File: src/rtl/dsm_seq_ctrl.sv
// Bring-up / run-time sequencer for the interp -> mixer -> DSM chain: reset, flush, dither warm-up, gain ramps, overload watch.
// Optional macro DSM_SEQ_OVL_CNT_EN adds the saturating ovl_events counter output.
module dsm_seq_ctrl #(
  parameter int DATA_W    = 20,
  parameter int FLUSH_CYC = 64,
  parameter int WARM_CYC  = 256,
  parameter int RAMP_STEP = 1,
  parameter int OVL_LEN   = 1024
) (
  input  logic                     clock,
  input  logic                     reset,
  input  logic                     enable,
  input  logic                     mute_req,
  input  logic                     ovl_clr,
  input  logic signed [DATA_W-1:0] vin_req,
  input  logic        [1:0]        pwm,
  output logic                     dsm_rst,
  output logic                     dith_en,
  output logic signed [DATA_W-1:0] vin_o,
  output logic                     ready,
  output logic                     overload,
`ifdef DSM_SEQ_OVL_CNT_EN
  output logic        [15:0]       ovl_events,
`endif
  output logic        [2:0]        state_o
);

  typedef enum logic [2:0] {
    S_IDLE    = 3'd0,
    S_FLUSH   = 3'd1,
    S_WARM    = 3'd2,
    S_RAMP_UP = 3'd3,
    S_RUN     = 3'd4,
    S_RAMP_DN = 3'd5,
    S_MUTED   = 3'd6
  } state_t;

  localparam int CNT_W = $clog2((FLUSH_CYC > WARM_CYC ? FLUSH_CYC : WARM_CYC) + 1);
  localparam int OVL_W = $clog2(OVL_LEN + 1);
  localparam logic [9:0]       GAIN_FS    = 10'd256;
  localparam logic [9:0]       STEP       = 10'(RAMP_STEP);
  localparam logic [CNT_W-1:0] FLUSH_LAST = CNT_W'(FLUSH_CYC - 1);
  localparam logic [CNT_W-1:0] WARM_LAST  = CNT_W'(WARM_CYC - 1);
  localparam logic [OVL_W-1:0] OVL_MAX    = OVL_W'(OVL_LEN);

  // Gain ramps saturate at both ends so a step that does not divide 256 still lands exactly.
  function automatic logic [8:0] gain_up(input logic [8:0] g);
    logic [9:0] s;
    s = {1'b0, g} + STEP;
    return (s >= GAIN_FS) ? 9'd256 : s[8:0];
  endfunction

  function automatic logic [8:0] gain_dn(input logic [8:0] g);
    logic [9:0] d;
    d = {1'b0, g} - STEP;
    return ({1'b0, g} <= STEP) ? 9'd0 : d[8:0];
  endfunction

  // Q8 gain: 256 is unity, so the arithmetic shift by 8 returns the sample unchanged at full scale.
  function automatic logic signed [DATA_W-1:0] scale(input logic signed [DATA_W-1:0] x,
                                                     input logic [8:0] g);
    logic signed [DATA_W+9:0] p;
    p = (DATA_W+10)'(x) * (DATA_W+10)'($signed({1'b0, g}));
    p = p >>> 8;
    return p[DATA_W-1:0];
  endfunction

  state_t                     state_q, state_d;
  logic        [CNT_W-1:0]    cnt_q, cnt_d;
  logic        [8:0]          gain_q, gain_d;
  logic                       dsm_rst_q, dsm_rst_d;
  logic                       dith_en_q, dith_en_d;
  logic                       ready_q, ready_d;
  logic signed [DATA_W-1:0]   vin_o_q, vin_o_d;
  logic        [1:0]          pwm_prev_q, pwm_prev_d;
  logic        [OVL_W-1:0]    run_cnt_q, run_cnt_d;
  logic                       overload_q, overload_d;
  logic                       ovl_set;
  logic                       drop;
`ifdef DSM_SEQ_OVL_CNT_EN
  logic        [15:0]         ovl_events_q, ovl_events_d;
`endif

  assign drop = !enable || mute_req || overload_q;

  always_comb begin
    state_d = state_q;
    cnt_d   = cnt_q;
    gain_d  = gain_q;
    case (state_q)
      S_IDLE: begin
        gain_d = 9'd0;
        cnt_d  = '0;
        if (enable) state_d = S_FLUSH;
      end
      S_FLUSH: begin
        if (!enable) begin
          state_d = S_IDLE;
          cnt_d   = '0;
        end else if (cnt_q == FLUSH_LAST) begin
          state_d = S_WARM;
          cnt_d   = '0;
        end else begin
          cnt_d = cnt_q + 1'b1;
        end
      end
      S_WARM: begin
        if (!enable) begin
          state_d = S_IDLE;
          cnt_d   = '0;
        end else if (cnt_q == WARM_LAST) begin
          state_d = S_RAMP_UP;
          cnt_d   = '0;
        end else begin
          cnt_d = cnt_q + 1'b1;
        end
      end
      // An interrupted ramp-up hands its current gain to RAMP_DN unchanged.
      S_RAMP_UP: begin
        if (drop) begin
          state_d = S_RAMP_DN;
        end else begin
          gain_d = gain_up(gain_q);
          if (gain_d == 9'd256) state_d = S_RUN;
        end
      end
      S_RUN: begin
        gain_d = 9'd256;
        if (drop) state_d = S_RAMP_DN;
      end
      S_RAMP_DN: begin
        gain_d = gain_dn(gain_q);
        if (gain_d == 9'd0) begin
          if (!enable)                      state_d = S_IDLE;
          else if (mute_req || overload_q)  state_d = S_MUTED;
          else                              state_d = S_RAMP_UP;
        end
      end
      S_MUTED: begin
        gain_d = 9'd0;
        if (!enable)                         state_d = S_IDLE;
        else if (!mute_req && !overload_q)   state_d = S_RAMP_UP;
      end
      default: begin
        state_d = S_IDLE;
        gain_d  = 9'd0;
        cnt_d   = '0;
      end
    endcase

    dsm_rst_d = (state_d == S_IDLE) || (state_d == S_FLUSH);
    dith_en_d = !dsm_rst_d;
    ready_d   = (state_d == S_RUN);
    vin_o_d   = scale(vin_req, gain_q);
  end

  // Stuck-code detector: flags only when the run length first reaches OVL_LEN, not while it sits there.
  always_comb begin
    pwm_prev_d = pwm;
    run_cnt_d  = '0;
    ovl_set    = 1'b0;
    if (!dsm_rst_q) begin
      if (pwm == pwm_prev_q)
        run_cnt_d = (run_cnt_q == OVL_MAX) ? OVL_MAX : run_cnt_q + 1'b1;
      else
        run_cnt_d = OVL_W'(1);
      ovl_set = (run_cnt_d == OVL_MAX) && (run_cnt_q != OVL_MAX);
    end
    if (ovl_clr) run_cnt_d = '0;
    if (ovl_set)      overload_d = 1'b1;
    else if (ovl_clr) overload_d = 1'b0;
    else              overload_d = overload_q;
`ifdef DSM_SEQ_OVL_CNT_EN
    ovl_events_d = ovl_events_q;
    if (overload_d && !overload_q && (ovl_events_q != 16'hFFFF))
      ovl_events_d = ovl_events_q + 16'd1;
`endif
  end

  always_ff @(posedge clock or negedge reset) begin
    if (!reset) begin
      state_q      <= S_IDLE;
      cnt_q        <= '0;
      gain_q       <= 9'd0;
      dsm_rst_q    <= 1'b1;
      dith_en_q    <= 1'b0;
      ready_q      <= 1'b0;
      vin_o_q      <= '0;
      pwm_prev_q   <= 2'b00;
      run_cnt_q    <= '0;
      overload_q   <= 1'b0;
`ifdef DSM_SEQ_OVL_CNT_EN
      ovl_events_q <= 16'd0;
`endif
    end else begin
      state_q      <= state_d;
      cnt_q        <= cnt_d;
      gain_q       <= gain_d;
      dsm_rst_q    <= dsm_rst_d;
      dith_en_q    <= dith_en_d;
      ready_q      <= ready_d;
      vin_o_q      <= vin_o_d;
      pwm_prev_q   <= pwm_prev_d;
      run_cnt_q    <= run_cnt_d;
      overload_q   <= overload_d;
`ifdef DSM_SEQ_OVL_CNT_EN
      ovl_events_q <= ovl_events_d;
`endif
    end
  end

  assign dsm_rst    = dsm_rst_q;
  assign dith_en    = dith_en_q;
  assign vin_o      = vin_o_q;
  assign ready      = ready_q;
  assign overload   = overload_q;
  assign state_o    = state_q;
`ifdef DSM_SEQ_OVL_CNT_EN
  assign ovl_events = ovl_events_q;
`endif

endmodule

File: config.mk
export PLATFORM = sky130hd
export DESIGN_NAME = dsm_seq_ctrl
export DESIGN_NICKNAME = d
export VERILOG_FILES = /design/src/rtl/dsm_seq_ctrl.sv
export SDC_FILE = /design/constraint.sdc
export NUM_CORES = 1
export LEC_CHECK = 0
export BUFFER_PORTS_ARGS = -buffer_cell sky130_fd_sc_hd__clkbuf_2
export CAP_MARGIN = 10
export CORE_MARGIN = 2
export CORE_UTILIZATION = 50
export CTS_CLUSTER_DIAMETER = 50
export DETAILED_ROUTE_END_ITERATION = 8
export PLACE_DENSITY = 0.67
export SYNTH_ARGS = -nofsm -noshare
export SYNTH_HDL_FRONTEND = slang
export SYNTH_SLANG_ARGS = --single-unit
File: constraint.sdc
create_clock -name clock -period 6.85 [get_ports clock]
set_input_delay 1.0275 -clock clock [delete_from_list [all_inputs] [get_ports clock]]
set_output_delay 1.0275 -clock clock [all_outputs]
set_load 0.01 [all_outputs]
==> reports/metrics.csv, run 1 <==
stage,metric,value,unit
logic_synthesis,synthDistinctLibCells,74,
cts,postCtsSetupRepairBufs,0,
setup_path,crit_arrival,6060,ps
drt,routed_wire_length_per_instance,16.1,µm
layout,layout-area-overhead-vs-synth,8.23,%
setup_path,worstSetupEndpointType,flip-flop,
outcome,outcome,"finished, final reports clean",
layout,final_nets,1260,
drt,ant_nets,0,
place,dpl_cell_area,9470,µm²
logic_synthesis,yosys_register_bits,58,
global_routing,grt_usage,22.1,%
floorplan,die-area,19200,µm²
global_routing,grt_pass1_wl,34800,µm
layout,post_route_cells_drive_above_1_share,10.2,%
drt,drt_wl_total,20200,µm
drt,drtPass1Iterations,5,
setup_path,required,7050,ps
cts,clock-sinks,58,
floorplan,design.portCount,54,
drt,drc_errors_left,0,
cts,cts_made_buffers,9,
sta,layout_min_cycle_time,5860,ps
setup_path,critical_path_class,reg2reg,
sta,slew_limit_headroom,30.0,%
cts,post_cts_resize_count,0,
place,gp_congestion,0.883,
floorplan,core-area,17800,µm²
setup_path,cp-start-kind,flip-flop,
sta,worst_clock_skew,8.97,ps
sta,timing.final.hold_violations,0,
drt,avgViaCountPerCell,5.41,
sta,setup-tns-final,0,ps
power,vdd.ir_drop.worst,0.000118,V
sta,timing.final.crit_share,85.5,%
cts,cts_tree,yes,
place,port-buffer-count,53,
floorplan,row_cnt,49,
cts,clk_pin_slew,50,ps
logic_synthesis,synth-edff-count,0,
job,drv.max_cap_violation_count,0,
global_routing,grt_pass1_vias,6970,
setup_path,worstPathMaxFanout,28,
logic_synthesis,synth-async-reset-ratio,100,%
global_routing,grt_antenna_before_repair,1,
logic_synthesis,syn-num-nets,1231,
logic_synthesis,warning_count_from_the_yosys_run,0,
sta,setup_violators_final,0,
logic_synthesis,ys_seq_area_share,16.1,%
global_routing,overflow_after_grt,0,
logic_synthesis,post_synth_instance_area,9040,µm²
logic_synthesis,avgSynthCellArea,9.08,µm²
cts,ctsLongestPathBuffers,2,
hold_path,worst_hold_path_type,reg2reg,
place,dp_hpwl,15700,µm
cts,cts_hold_buffers,0,
floorplan,die_width,138,µm
drt,drtIter0Drc,368,
floorplan,die_height,138,µm
global_routing,grt_max_degree,59,
cts,clock_root_cell,sky130_fd_sc_hd__clkbuf_16,
sta,max_freq,0.171,GHz
layout,final_cell_area,9790,µm²
sta,rsz0062_at_grt,false,
logic_synthesis,synthFlopType,sky130_fd_sc_hd__dfrtp_1,
cts,h-tree-depth,3,
floorplan,initial_core_utilization,50.7,%
sta,final-max-slew-violation-count,0,
power,p_leak,5.29,nW
drt,route.vias.total,6809,
logic_synthesis,cell_count_after_synthesis,996,
power,power.density,89.2,nW/µm²
sta,tightest_slew,1050,ps
layout,insertedDiodeCount,0,
cts,insertion_delay,330,ps
[final cells by class]
class                   instances  area [µm²]
fillers                      1608        8060
multi-input cells             732        6790
flip-flops and latches         58        1450
inverters                     162         608
repair buffers                 62         333
well taps                     229         287
clock buffers                   9         225
clock inverters                 7        93.8
[layout by cell type, fill, tap and decap left out, types with 5 or more instances in the layout]
cell type                   Yosys  routed
sky130_fd_sc_hd__clkbuf_16      0       9
sky130_fd_sc_hd__xor2_1        14      14
sky130_fd_sc_hd__xnor2_1       30      30
sky130_fd_sc_hd__nor2b_1        5       5
sky130_fd_sc_hd__nand2_1      112     112
sky130_fd_sc_hd__clkbuf_2       0      53
sky130_fd_sc_hd__a22o_1         6       6
sky130_fd_sc_hd__a21oi_1       29      29
sky130_fd_sc_hd__ha_1          66      66
sky130_fd_sc_hd__and3_1        14      14
sky130_fd_sc_hd__fa_1         142     142
sky130_fd_sc_hd__nor2_1        47      47
sky130_fd_sc_hd__buf_4          1       9
sky130_fd_sc_hd__inv_1        162     162
sky130_fd_sc_hd__dfrtp_1       57      57
sky130_fd_sc_hd__nand3_1       20      20
sky130_fd_sc_hd__nor3_1        14      14
sky130_fd_sc_hd__o31ai_1        5       5
sky130_fd_sc_hd__o21a_1         6       6
sky130_fd_sc_hd__and2_2         7       7
sky130_fd_sc_hd__o21ai_0       29      29
sky130_fd_sc_hd__and2_1       100     100
sky130_fd_sc_hd__a21o_1         9       9
[Yosys cell counts, types with 3 or more instances]
cell	number	area share (%)
sky130_fd_sc_hd__and2_2	7	0.58
sky130_fd_sc_hd__nand2_1	112	4.6
sky130_fd_sc_hd__o211ai_1	4	0.33
sky130_fd_sc_hd__fa_1	142	31
sky130_fd_sc_hd__nand3_1	20	1.1
sky130_fd_sc_hd__xnor2_1	30	2.9
sky130_fd_sc_hd__ha_1	66	9.1
sky130_fd_sc_hd__o21ai_0	29	1.6
sky130_fd_sc_hd__a22o_1	6	0.58
sky130_fd_sc_hd__nor2b_1	5	0.35
sky130_fd_sc_hd__a21oi_1	29	1.6
sky130_fd_sc_hd__and3_1	14	0.97
sky130_fd_sc_hd__o221ai_1	3	0.29
sky130_fd_sc_hd__and2_1	100	6.9
sky130_fd_sc_hd__buf_1	3	0.12
sky130_fd_sc_hd__buf_2	8	0.44
sky130_fd_sc_hd__nand2b_1	4	0.28
sky130_fd_sc_hd__nor4_1	3	0.21
sky130_fd_sc_hd__nor3_1	14	0.78
sky130_fd_sc_hd__dfrtp_1	57	16
sky130_fd_sc_hd__inv_1	162	6.7
sky130_fd_sc_hd__a31oi_1	4	0.28
sky130_fd_sc_hd__a32oi_1	3	0.29
sky130_fd_sc_hd__o31ai_1	5	0.42
sky130_fd_sc_hd__clkbuf_1	30	1.2
sky130_fd_sc_hd__xor2_1	14	1.4
sky130_fd_sc_hd__o21a_1	6	0.50
sky130_fd_sc_hd__a21o_1	9	0.75
sky130_fd_sc_hd__a221oi_1	3	0.29
sky130_fd_sc_hd__nor2_1	47	2.0
[report_power, final]
part	internal, mW	switching [mW]	leakage (nW)
sequential	0.345	0.00331	0.798
clock	0.317	0.161	0.151
combinational	0.0123	0.0343	4.34
[critical path, stage by stage, from the launching register on]
cell                       delay (ps)
sky130_fd_sc_hd__dfrtp_1         1030
sky130_fd_sc_hd__nand2_1          170
sky130_fd_sc_hd__fa_1             520
sky130_fd_sc_hd__fa_1             500
sky130_fd_sc_hd__inv_1             60
sky130_fd_sc_hd__fa_1             500
sky130_fd_sc_hd__fa_1             560
sky130_fd_sc_hd__inv_1             60
sky130_fd_sc_hd__fa_1             520
sky130_fd_sc_hd__inv_1             40
sky130_fd_sc_hd__ha_1             350
sky130_fd_sc_hd__and2_1           210
sky130_fd_sc_hd__and3_1           200
sky130_fd_sc_hd__o211ai_2         130
sky130_fd_sc_hd__a211oi_1         480
sky130_fd_sc_hd__o31a_1           240
sky130_fd_sc_hd__nor2_1            60
sky130_fd_sc_hd__xnor2_1          110
[registers in the layout (all words and copies together), names as in the netlist]
register / cells
vin_o: 20
dsm_rst: 1
ready: 1
state_o: 3
gain_q: 9
cnt_q: 9
run_cnt_q: 11
pwm_prev_q: 2
dith_en: 1
overload: 1
[kinds of logic (layout without fill, tap and decap cells)]
logic type	after synthesis	after routing	synth area share (%)
compound gates	130	130	10.1
xor+xnor	44	44	4.26
fa+ha+maj	208	208	40.6
buf+inv	206	240	8.87
flops	58	58	16.1
mux	1	1	0.111
simple gates	349	349	20.0
[per-stage QoR]
step / util, % / std cells / hold slack, ps / setup WS, ps / power [mW]
finish: 54.8 / 1259 / 538 / 990 / 0.873
global route: 54.8 / 1259 / 564 / 694 / 0.901
CTS: 54.8 / 1259 / 544 / 1030 / 0.880
detailed placement: 53.1 / 1243 / 535 / 795 / 0.401
global placement: 53.1 / 1243 / 517 / 810 / 0.399
floorplan: - / 996 / 488 / 1250 / 0.369
[path summary, 6_finish.rpt]
kind	from	end	slack [ps]	depth (start not counted)
max in group asynchronous	reset	vin_o[10]$_DFF_PN0_	5510	2
worst min-delay path	cnt_q[4]$_DFFE_PN0N_	cnt_q[4]$_DFFE_PN0N_	540	2
worst max register to register	gain_q[5]$_DFFE_PN0P_	vin_o[19]$_DFF_PN0_	990	17
worst min register to register	cnt_q[4]$_DFFE_PN0N_	cnt_q[4]$_DFFE_PN0N_	540	2
worst max-delay path	gain_q[5]$_DFFE_PN0P_	vin_o[19]$_DFF_PN0_	990	17
min in group asynchronous	reset	run_cnt_q[3]$_DFF_PN0_	830	2
[metal layers]
metal	part of all wire [%]	vias to the layer above	track usage (%)
li1	-	3213	-
met1	46	3424	31.6
met2	48	157	37.3
met3	4.8	15	2.49
met4	0.91	0	3.76
met5	0	-	0
Power figures use the tool's default switching activity.
==> run 2: changes to the inputs <==
==> constraint.sdc (replaced) <==
create_clock -name clock -period 7.2 [get_ports clock]
set_input_delay 1.08 -clock clock [delete_from_list [all_inputs] [get_ports clock]]
set_output_delay 1.08 -clock clock [all_outputs]
set_load 0.01 [all_outputs]
==> run 2 against run 1 <==
Clock power increased by 5.6%. Sequential cell count unchanged. Final cell count decreased by 0.16%. Non-clock buffer count decreased by 2. Largest cell class unchanged.
==> reports/metrics.csv, run 2 (same netlist as run 1, synthesis figures left out) <==
stage,metric,value,unit,change
drt,route.vias.total,6724,,-1.2%
sta,fin_hold_ws,534,ps,-4.04 ps
hold_path,hold_path.startpoint,cnt_q[4]$_DFFE_PN0N_,,
setup_path,crit_path_frequent_cell,sky130_fd_sc_hd__fa_1,,
setup_path,cp_top_family,adder cells,,
setup_path,timing.critical_path.slowest_stage_cell,sky130_fd_sc_hd__dfrtp_1,,
sta,timing.final.crit_share,82.6,%,-3.0 points
sta,rsz0062_at_grt,false,,
layout,final_nets,1258,,-0.16%
floorplan,row_cnt,49,,unchanged
floorplan,die_width,138,µm,unchanged
setup_path,critPathBufInv,3,,unchanged
place,placed_cells_incl_taps,1241,,-0.16%
setup_path,worstSetupEndpointType,flip-flop,,
global_routing,grt_antenna_before_repair,0,,-1
outcome,outcome,"finished, final reports clean",,
drt,routed_wire_length_per_instance,16.1,µm,+0.19%
layout,layout-area-overhead-vs-synth,8.44,%,
floorplan,design.portCount,54,,unchanged
sta,worst_clock_skew,6.61,ps,-2.36 ps
cts,h-tree-depth,3,,unchanged
layout,largest_register_ffs,20,,unchanged
cts,clock-sinks,58,,unchanged
place,port-buffer-count,53,,unchanged
layout,finish.utilization,55.0,%,+0.11 points
global_routing,grt_pass1_wl,35100,µm,+0.93%
floorplan,die_height,138,µm,unchanged
sta,max_freq,0.168,GHz,-1.4%
global_routing,grt_pass1_vias,7191,,+3.2%
drt,ant_nets,0,,unchanged
cts,post_cts_resize_count,0,,unchanged
hold_path,whs_path_depth,2,,unchanged
setup_path,required,7400,ps,+350 ps
setup_path,critical_path_class,reg2reg,,
floorplan,core-area,17800,µm²,unchanged
layout,most-common-layout-cells,"162 x sky130_fd_sc_hd__inv_1, 142 x sky130_fd_sc_hd__fa_1, 112 x sky130_fd_sc_hd__nand2_1, 100 x sky130_fd_sc_hd__and2_1, 66 x sky130_fd_sc_hd__ha_1",,
power,p_leak,5.31,nW,+0.25%
setup_path,critical_path.reg2reg.endpoint,vin_o[19]$_DFF_PN0_,,
setup_path,regToRegSetupSlack,1260,ps,+270 ps
cts,cts_hold_buffers,0,,unchanged
hold_path,worst_hold_path.endpoint,cnt_q[4]$_DFFE_PN0N_,,
sta,setup_violators_final,0,,unchanged
setup_path,worst_r2r_startpoint,gain_q[1]$_DFFE_PN0P_,,
hold_path,worst_hold_path_type,reg2reg,,
sta,tightest_slew,1040,ps,-9.78 ps
floorplan,die-area,19200,µm²,unchanged
layout,insertedDiodeCount,0,,unchanged
cts,postCtsSetupRepairBufs,0,,unchanged
drt,drt_wl_total,20200,µm,about the same
cts,ctsLongestPathBuffers,2,,unchanged
place,dpl_cell_area,9450,µm²,-0.16%
drt,avgViaCountPerCell,5.35,,-1.1%
cts,clk_pin_slew,50,ps,about the same
global_routing,overflow_after_grt,0,,unchanged
cts,cts_tree,yes,,
place,gp_congestion,0.857,,-3.0%
setup_path,crit_arrival,6140,ps,+80 ps
cts,insertion_delay,330,ps,about the same
sta,slew_limit_headroom,30.7,%,+0.65 points
setup_path,critical_path_depth,16,,-1
power,power.density,89.8,nW/µm²,+0.66%
sta,post-route-worst-setup-slack,1260,ps,+266 ps
sta,setup-tns-final,0,ps,unchanged
sta,final-max-slew-violation-count,0,,unchanged
sta,timing.final.hold_violations,0,,unchanged
power,report.power.total,0.880,mW,+0.85%
floorplan,initial_core_utilization,50.7,%,unchanged
layout,fillerInstances,1622,,+0.87%
setup_path,worstPathMaxFanout,27,,-3.6%
place,dp_hpwl,15600,µm,-1.0%
drt,drc_errors_left,0,,unchanged
cts,clock_root_cell,sky130_fd_sc_hd__clkbuf_16,,
setup_path,cp-start-kind,flip-flop,,
place,pre_cts_ws,1100,ps,+303 ps
global_routing,grt_usage,22.4,%,+0.26 points
layout,post_route_cells_drive_above_1_share,10.0,%,-0.17 points
global_routing,grt_max_degree,59,,unchanged
drt,drtIter0Drc,328,,-11%
setup_path,path_cells,nand2_1 > fa_1 > inv_1 > fa_1 > fa_1 > fa_1 > inv_1 > fa_1 > inv_1 > ha_1 > and4_1 > nand2_1 > a211oi_1 > o31a_1 > nor2_1 > xnor2_1,,
setup_path,worst_path_largest_cell_delay,1020,ps,about the same
sta,layout_min_cycle_time,5940,ps,+83.9 ps
power,vdd.ir_drop.worst,0.000118,V,+0.44%
layout,final_cell_area,9800,µm²,+0.19%
drt,drtPass1Iterations,6,,+1
cts,cts_made_buffers,9,,unchanged
job,drv.max_cap_violation_count,0,,unchanged
layout,layoutNonFillerInstCount,1257,,-0.16%
layout,mostFrequentLayoutCell,sky130_fd_sc_hd__inv_1,,
setup_path,rr_worst_depth,16,,-1
==> run 2: changes by cell type in the layout (fill, tap and decap cells not counted), sizes merged <==
| cell | delta |
|---|---|
| clkinvlp | -2 |
| clkinv | -1 |
| clkbuf | +2 |
| bufinv | +1 |
| buf | -2 |
==> run 2: worst max-delay path by stage <==
| stage | from | slack, ps | endpoint |
|---|---|---|---|
| floorplan | vin_req[1] | 1550 | vin_o[17]$_DFF_PN0_ |
| detailed placement | vin_req[5] | 1100 | vin_o[17]$_DFF_PN0_ |
| global placement | vin_req[8] | 1130 | vin_o[17]$_DFF_PN0_ |
| CTS | gain_q[1]$_DFFE_PN0P_ | 1210 | vin_o[19]$_DFF_PN0_ |
| global route | gain_q[1]$_DFFE_PN0P_ | 940 | vin_o[17]$_DFF_PN0_ |
| finish | gain_q[1]$_DFFE_PN0P_ | 1260 | vin_o[19]$_DFF_PN0_ |
==> run 2: power breakdown <==
part	internal (mW)	total [mW]	switching, mW	leakage [nW]
registers	0.328	0.331	0.00289	0.798
clock network	0.355	0.505	0.149	0.176
logic	0.0116	0.0443	0.0327	4.33
total	0.695	0.880	0.185	5.31
==> run 2: cell type report <==
cell class,count,area (µm²),area share (%)
multi-input cells,732,6790,69.2
repair buffers,60,318,3.24
clock buffers,11,253,2.58
well taps,229,287,2.92
inverters,162,608,6.20
clock inverters,5,100,1.02
flip-flops and latches,58,1450,14.8
==> run 2: layer usage <==
| layer | share of wire, % | wire length [µm] | track usage (%) | vias up |
|---|---|---|---|---|
| met3 | 3.0 | 602 | 2.22 | 26 |
| met1 | 47 | 9500 | 31.2 | 3356 |
| li1 | - | - | - | 3211 |
| met5 | 0 | 0 | 0 | - |
| met4 | 2.0 | 399 | 5.80 | 0 |
| met2 | 48 | 9720 | 37.8 | 131 |
==> run 2: worst min-delay path: cells and delay by family, from the launching register on <==
family | cells | cell delay [ps]
simple gates | 1 | 60
flops | 1 | 370
compound gates | 1 | 70
